--- config.mk ---
export PLATFORM = sky130hd
export DESIGN_NAME = macc_relu_sat
export DESIGN_NICKNAME = d
export VERILOG_FILES = /design/src/rtl/macc_relu_sat.sv
export SDC_FILE = /design/constraint.sdc
export NUM_CORES = 2
export LEC_CHECK = 0
export CAP_MARGIN = 20
export CORE_ASPECT_RATIO = 1.4
export CORE_MARGIN = 2
export CORE_UTILIZATION = 68
export DETAILED_ROUTE_END_ITERATION = 10
export DONT_BUFFER_PORTS = 1
export GPL_ROUTABILITY_DRIVEN = 0
export PLACE_DENSITY = 0.88
export SKIP_LAST_GASP = 1
export SLEW_MARGIN = 20
export SYNTH_ARGS = -nofsm -noshare
export SYNTH_HDL_FRONTEND = slang
export SYNTH_SLANG_ARGS = --single-unit
--- constraint.sdc ---
create_clock -name clk -period 10.8 [get_ports clk]
set_input_delay 1.08 -clock clk [delete_from_list [all_inputs] [get_ports clk]]
set_output_delay 1.08 -clock clk [all_outputs]
set_load 0.1 [all_outputs]
--- src/rtl/macc_relu_sat.sv ---
// Streaming neuron MAC: lane products summed per beat, accumulated per frame,
// then bias add, optional ReLU and saturation, with valid/ready on both sides.
module macc_relu_sat #(
  parameter int unsigned PARALLEL_IN = 4,
  parameter int unsigned DATA1_WIDTH = 16,
  parameter int unsigned DATA1_INT   = 2,
  parameter int unsigned DATA2_WIDTH = 16,
  parameter int unsigned DATA2_INT   = 2,
  parameter int unsigned ACC_WIDTH   = 40,
  parameter int unsigned BIAS_WIDTH  = 16,
  parameter int unsigned BIAS_INT    = 4,
  parameter int unsigned DOUT_WIDTH  = 16,
  parameter int unsigned DOUT_INT    = 4
) (
  input  logic                               clk,
  input  logic                               rst,
  input  logic [PARALLEL_IN*DATA1_WIDTH-1:0] din1,
  input  logic [PARALLEL_IN*DATA2_WIDTH-1:0] din2,
  input  logic                               din_valid,
  output logic                               din_ready,
  input  logic                               last,
  input  logic [BIAS_WIDTH-1:0]              bias,
  input  logic                               relu_en,
  output logic [DOUT_WIDTH-1:0]              dout,
  output logic                               dout_sat,
  output logic                               dout_valid,
  input  logic                               dout_ready
);

  localparam int unsigned F   = (DATA1_WIDTH - DATA1_INT) + (DATA2_WIDTH - DATA2_INT);
  localparam int unsigned PW  = DATA1_WIDTH + DATA2_WIDTH;
  localparam int unsigned SW  = PW + int'($clog2(PARALLEL_IN));
  localparam int unsigned BSH = F - (BIAS_WIDTH - BIAS_INT);
  localparam int unsigned BXW = BIAS_WIDTH + BSH;
  localparam int unsigned VW  = ((ACC_WIDTH > BXW) ? ACC_WIDTH : BXW) + 1;
  localparam int unsigned TSH = F - (DOUT_WIDTH - DOUT_INT);
  localparam int unsigned TW  = VW - TSH;

  localparam logic signed [TW-1:0] DMAX = {{(TW-DOUT_WIDTH+1){1'b0}}, {(DOUT_WIDTH-1){1'b1}}};
  localparam logic signed [TW-1:0] DMIN = ~DMAX;

  logic                          rdy_q, rdy_d;
  logic                          accept;

  logic signed [PW-1:0]          prod_q [PARALLEL_IN];
  logic signed [PW-1:0]          prod_d [PARALLEL_IN];
  logic                          v1_q, last1_q, relu1_q;
  logic signed [BIAS_WIDTH-1:0]  bias1_q;

  logic signed [SW-1:0]          sum_q, sum_d;
  logic                          v2_q, last2_q, relu2_q;
  logic signed [BIAS_WIDTH-1:0]  bias2_q;

  logic signed [ACC_WIDTH-1:0]   acc_q, acc_d;
  logic                          first_q, first_d;
  logic                          fin3_q, relu3_q;
  logic signed [BIAS_WIDTH-1:0]  bias3_q;

  logic signed [VW-1:0]          val_q, val_d;
  logic                          fin4_q;

  logic signed [TW-1:0]          trunc;
  logic [DOUT_WIDTH-1:0]         dout_q, dout_d;
  logic                          sat_q, sat_d;
  logic                          dv_q, dv_d;

  assign accept     = din_valid && rdy_q;
  assign din_ready  = rdy_q;
  assign dout       = dout_q;
  assign dout_sat   = sat_q;
  assign dout_valid = dv_q;

  // Lane products at full precision
  always_comb begin
    logic signed [PW-1:0] a, b;
    for (int k = 0; k < int'(PARALLEL_IN); k++) begin
      a         = PW'($signed(din1[k*DATA1_WIDTH +: DATA1_WIDTH]));
      b         = PW'($signed(din2[k*DATA2_WIDTH +: DATA2_WIDTH]));
      prod_d[k] = a * b;
    end
  end

  always_comb begin
    sum_d = '0;
    for (int k = 0; k < int'(PARALLEL_IN); k++) begin
      sum_d = sum_d + SW'(prod_q[k]);
    end
  end

  // First beat of a frame restarts the accumulator
  always_comb begin
    acc_d   = acc_q;
    first_d = first_q;
    if (v2_q) begin
      acc_d   = first_q ? ACC_WIDTH'(sum_q) : acc_q + ACC_WIDTH'(sum_q);
      first_d = last2_q;
    end
  end

  always_comb begin
    val_d = VW'(acc_q) + (VW'(bias3_q) <<< BSH);
    if (relu3_q && (val_d < 0)) val_d = '0;
  end

  // Floor truncation then clip to the output range
  always_comb begin
    trunc  = TW'(val_q >>> TSH);
    dout_d = DOUT_WIDTH'(trunc);
    sat_d  = 1'b0;
    if (trunc > DMAX) begin
      dout_d = DOUT_WIDTH'(DMAX);
      sat_d  = 1'b1;
    end else if (trunc < DMIN) begin
      dout_d = DOUT_WIDTH'(DMIN);
      sat_d  = 1'b1;
    end
  end

  // One frame in flight: input closes on last, reopens after the result transfer
  always_comb begin
    rdy_d = rdy_q;
    dv_d  = dv_q;
    if (accept && last) rdy_d = 1'b0;
    else if (dv_q && dout_ready) rdy_d = 1'b1;
    if (dv_q && dout_ready) dv_d = 1'b0;
    if (fin4_q) dv_d = 1'b1;
  end

  always_ff @(posedge clk or posedge rst) begin
    if (rst) begin
      rdy_q   <= 1'b1;
      for (int k = 0; k < int'(PARALLEL_IN); k++) prod_q[k] <= '0;
      v1_q    <= 1'b0;
      last1_q <= 1'b0;
      relu1_q <= 1'b0;
      bias1_q <= '0;
      sum_q   <= '0;
      v2_q    <= 1'b0;
      last2_q <= 1'b0;
      relu2_q <= 1'b0;
      bias2_q <= '0;
      acc_q   <= '0;
      first_q <= 1'b1;
      fin3_q  <= 1'b0;
      relu3_q <= 1'b0;
      bias3_q <= '0;
      val_q   <= '0;
      fin4_q  <= 1'b0;
      dout_q  <= '0;
      sat_q   <= 1'b0;
      dv_q    <= 1'b0;
    end else begin
      rdy_q   <= rdy_d;
      dv_q    <= dv_d;
      acc_q   <= acc_d;
      first_q <= first_d;
      v1_q    <= accept;
      v2_q    <= v1_q;
      fin3_q  <= v2_q && last2_q;
      fin4_q  <= fin3_q;
      if (accept) begin
        prod_q  <= prod_d;
        last1_q <= last;
      end
      if (accept && last) begin
        bias1_q <= $signed(bias);
        relu1_q <= relu_en;
      end
      if (v1_q) begin
        sum_q   <= sum_d;
        last2_q <= last1_q;
        bias2_q <= bias1_q;
        relu2_q <= relu1_q;
      end
      if (v2_q && last2_q) begin
        bias3_q <= bias2_q;
        relu3_q <= relu2_q;
      end
      if (fin3_q) val_q <= val_d;
      if (fin4_q) begin
        dout_q <= dout_d;
        sat_q  <= sat_d;
      end
    end
  end

endmodule
==> impl_results.md <==
- #FFs+latches synth: 304
- Clk_skew: 20.6 ps
- Achievable Freq: 148 MHz
- Wire per inst: 19.4 um
- RSZ-0062 raised after global routing: no
- Die Y: 344 um
- Post-Syn Area: 56100 um^2
- Largest net degree at the start of global routing: 137
- Row cnt: 124
- # IOs: 169
- CTS-repair resized insts: 0
- Wire length of the first global-routing pass: 224 mm
- Starting Density: 0.687
- Area Growth Syn to Fin: 3.26%
- Crit Path Class: primary input to flip-flop
- Synth warn: 0
- Setup Buffers After CTS: 0
- Worst-path clk slew: 60 ps
- Largest cells by area after synthesis: fa_1, dfrtp_1, ha_1, inv_1, and2_1
- Max cap viols: 0
- Area share of the leading cell type in the synthesized netlist: 0.398
- CTS root buf: clkbuf_16
- Input/output buffers: 0
- Layout cells sized above 1: 0.0311
- Status: complete, no violations
- Nets: 7514
- Min Tclk post-route: 6780 ps
- Vias in the first global route: 45900
- Sum Neg Setup Slack: 0 ps
- EDFF count, synth: 0
- Starting DRC count in detailed routing: 2482
- Slew Viols, Final: 0
- Via/cell ratio: 5.94
- Die area: 84900 um^2
- Post-layout instance area: 58000 um^2
- Global Route Usage Sum: 0.333
- Mapped Cells: 5978
- Final Hold Viols: 0
- Filler cell count: 5707
- Vias: 41100
- Distinct cells, synth: 84
- CTS hold repair buffers: 0
- CTS tree: built
- H-tree Lvls: 2
- Clk Latency, worst-skew pair: 530 ps
- Fin crit share: 0.628
- Placed Area: 56800 um^2
- Worst Path Arrival: 7160 ps
- Ys flop type: dfrtp_1
- Crit path required time: 11190 ps
- CTS Buf Count: 35
- Worst Path Max Fanout: 16
- Clk sink count: 304
- Leading area contributor after synthesis: fa_1
- Number of diodes: 0
- DRC: 0
- CORE AREA: 81800 um^2
- Sequential fraction of the synthesis area: 0.136
- Worst slew pin tran: 1050 ps
- Syn Area/Cell: 9.39 um^2
- Initial antenna violation count: 2
- Critical Path Start Type: primary input
- HP Class: primary input to asynchronous set/reset pin
- Die width: 247 um
- Post-synth ARST share: 1.00
- First-pass iteration count of the detailed router: 5
- Hpwl dp: 110 mm
- Worst slew margin: 0.298
- Syn_nets: 7667
- CP endpoint kind: flip-flop
- Antenna Violating Nets Remaining: 0
- Clock buffer depth: 3
- Drt total wl: 134 mm
- Grt ovf: 0
- # setup viols final: 0
## synth_stat cells, types with 6 or more instances
| library cell | n |
|---|---|
| xnor2_1 | 145 |
| mux2i_1 | 6 |
| a21o_1 | 100 |
| nand2b_1 | 41 |
| o21ai_0 | 194 |
| buf_1 | 8 |
| o22ai_1 | 6 |
| and3_1 | 14 |
| o211ai_1 | 10 |
| o21bai_1 | 25 |
| mux2_2 | 83 |
| ha_1 | 424 |
| inv_1 | 1243 |
| o21a_1 | 31 |
| nor3_1 | 32 |
| nand4_1 | 19 |
| xor2_1 | 79 |
| o31ai_1 | 14 |
| nand3_1 | 56 |
| a31oi_1 | 21 |
| a21oi_1 | 236 |
| nor2b_1 | 17 |
| a211oi_1 | 20 |
| o21ai_1 | 7 |
| clkbuf_1 | 187 |
| o41ai_1 | 6 |
| or2_2 | 6 |
| and2_1 | 504 |
| nor2_1 | 189 |
| a221oi_1 | 7 |
| fa_1 | 1115 |
| nand2_1 | 725 |
| a41oi_1 | 7 |
| dfrtp_1 | 302 |
## area by class of cell
type / instances / area (um^2) / share of cell area
timing repair buffer: 10 / 78.8 / 0.00136
sequential: 304 / 7610 / 0.131
clock buffer: 45 / 963 / 0.0166
clock inverter: 17 / 180 / 0.00311
inverter: 1243 / 4670 / 0.0806
tap: 1071 / 1340 / 0.0231
multi-input combinational: 4231 / 43100 / 0.744
## worst max-delay path, stage by stage
cell	delay, ps
and2_1	150
fa_1	530
inv_1	50
fa_1	460
fa_1	500
fa_1	550
inv_1	50
fa_1	470
inv_1	60
fa_1	490
inv_1	50
ha_1	330
a21o_1	210
a21oi_1	190
o21ba_2	160
o41ai_2	90
a2111oi_4	430
o31ai_1	170
o41a_1	430
a221o_1	340
a21oi_2	150
xnor2_1	130
o21ai_1	70
## layer usage
metal / vias up / global-route usage / wire length, um
li1: 18000 / - / -
met1: 20700 / 0.380 / 46200
met2: 1769 / 0.593 / 69300
met3: 640 / 0.0452 / 9070
met4: 4 / 0.203 / 9660
met5: - / 0 / 33
## final timing paths
path / startpoint / end / slack [ps] / depth (start not counted)
max: din2[36] / prod_q[63] / 4020 / 23
min: rst / dout[0] / 460 / 1
max reg2reg: prod_q[65] / sum_q[31] / 5780 / 16
min reg2reg: last1_q / last1_q / 480 / 2
max in group asynchronous: rst / prod_q[52] / 8090 / 3
min in group clk: last1_q / last1_q / 480 / 2
## through the flow
step	worst slack, ps	util	cells	hold slack (ps)
global placement	3550	0.695	6859	454
floorplan	1320	-	5978	352
CTS	4030	0.709	6921	480
global route	3760	0.709	6921	491
detailed placement	3490	0.695	6859	465
finish	4020	0.709	6921	464
## registers in the layout (all words and copies together) (netlist names), 16 cells and up
signal   flops
dout        16
bias1_q     16
bias3_q     16
val_q       25
prod_q     128
bias2_q     16
sum_q       34
acc_q       40
## placed cells by master, fill, tap and decap left out, types with 10 or more instances in the layout
cell / instances
nand3_1: 56
ha_1: 424
o21a_1: 31
nand4_1: 19
nor3_1: 32
mux2_2: 83
xnor2_1: 145
nand2b_1: 41
clkbuf_16: 35
o21ai_0: 194
fa_1: 1115
nor2b_1: 17
o31ai_1: 14
and3_1: 14
o211ai_1: 10
xor2_1: 79
a21oi_1: 236
nor2_1: 189
o21bai_1: 25
a31oi_1: 21
and2_1: 504
a211oi_1: 20
a21o_1: 100
inv_1: 1242
nand2_1: 724
dfrtp_1: 300
## cell families after synthesis
logic type      count (synthesis)  synth area share
fa+ha+maj                    1539             0.492
mux                            89            0.0177
buf+inv                      1443            0.0966
compound gates                748            0.0833
xor+xnor                      224            0.0349
flops                         304             0.136
simple gates                 1631             0.140
Power is left out: the tool's default activity adds up to more than one toggle a clock period on the data nets, which glitch-free logic cannot reach.
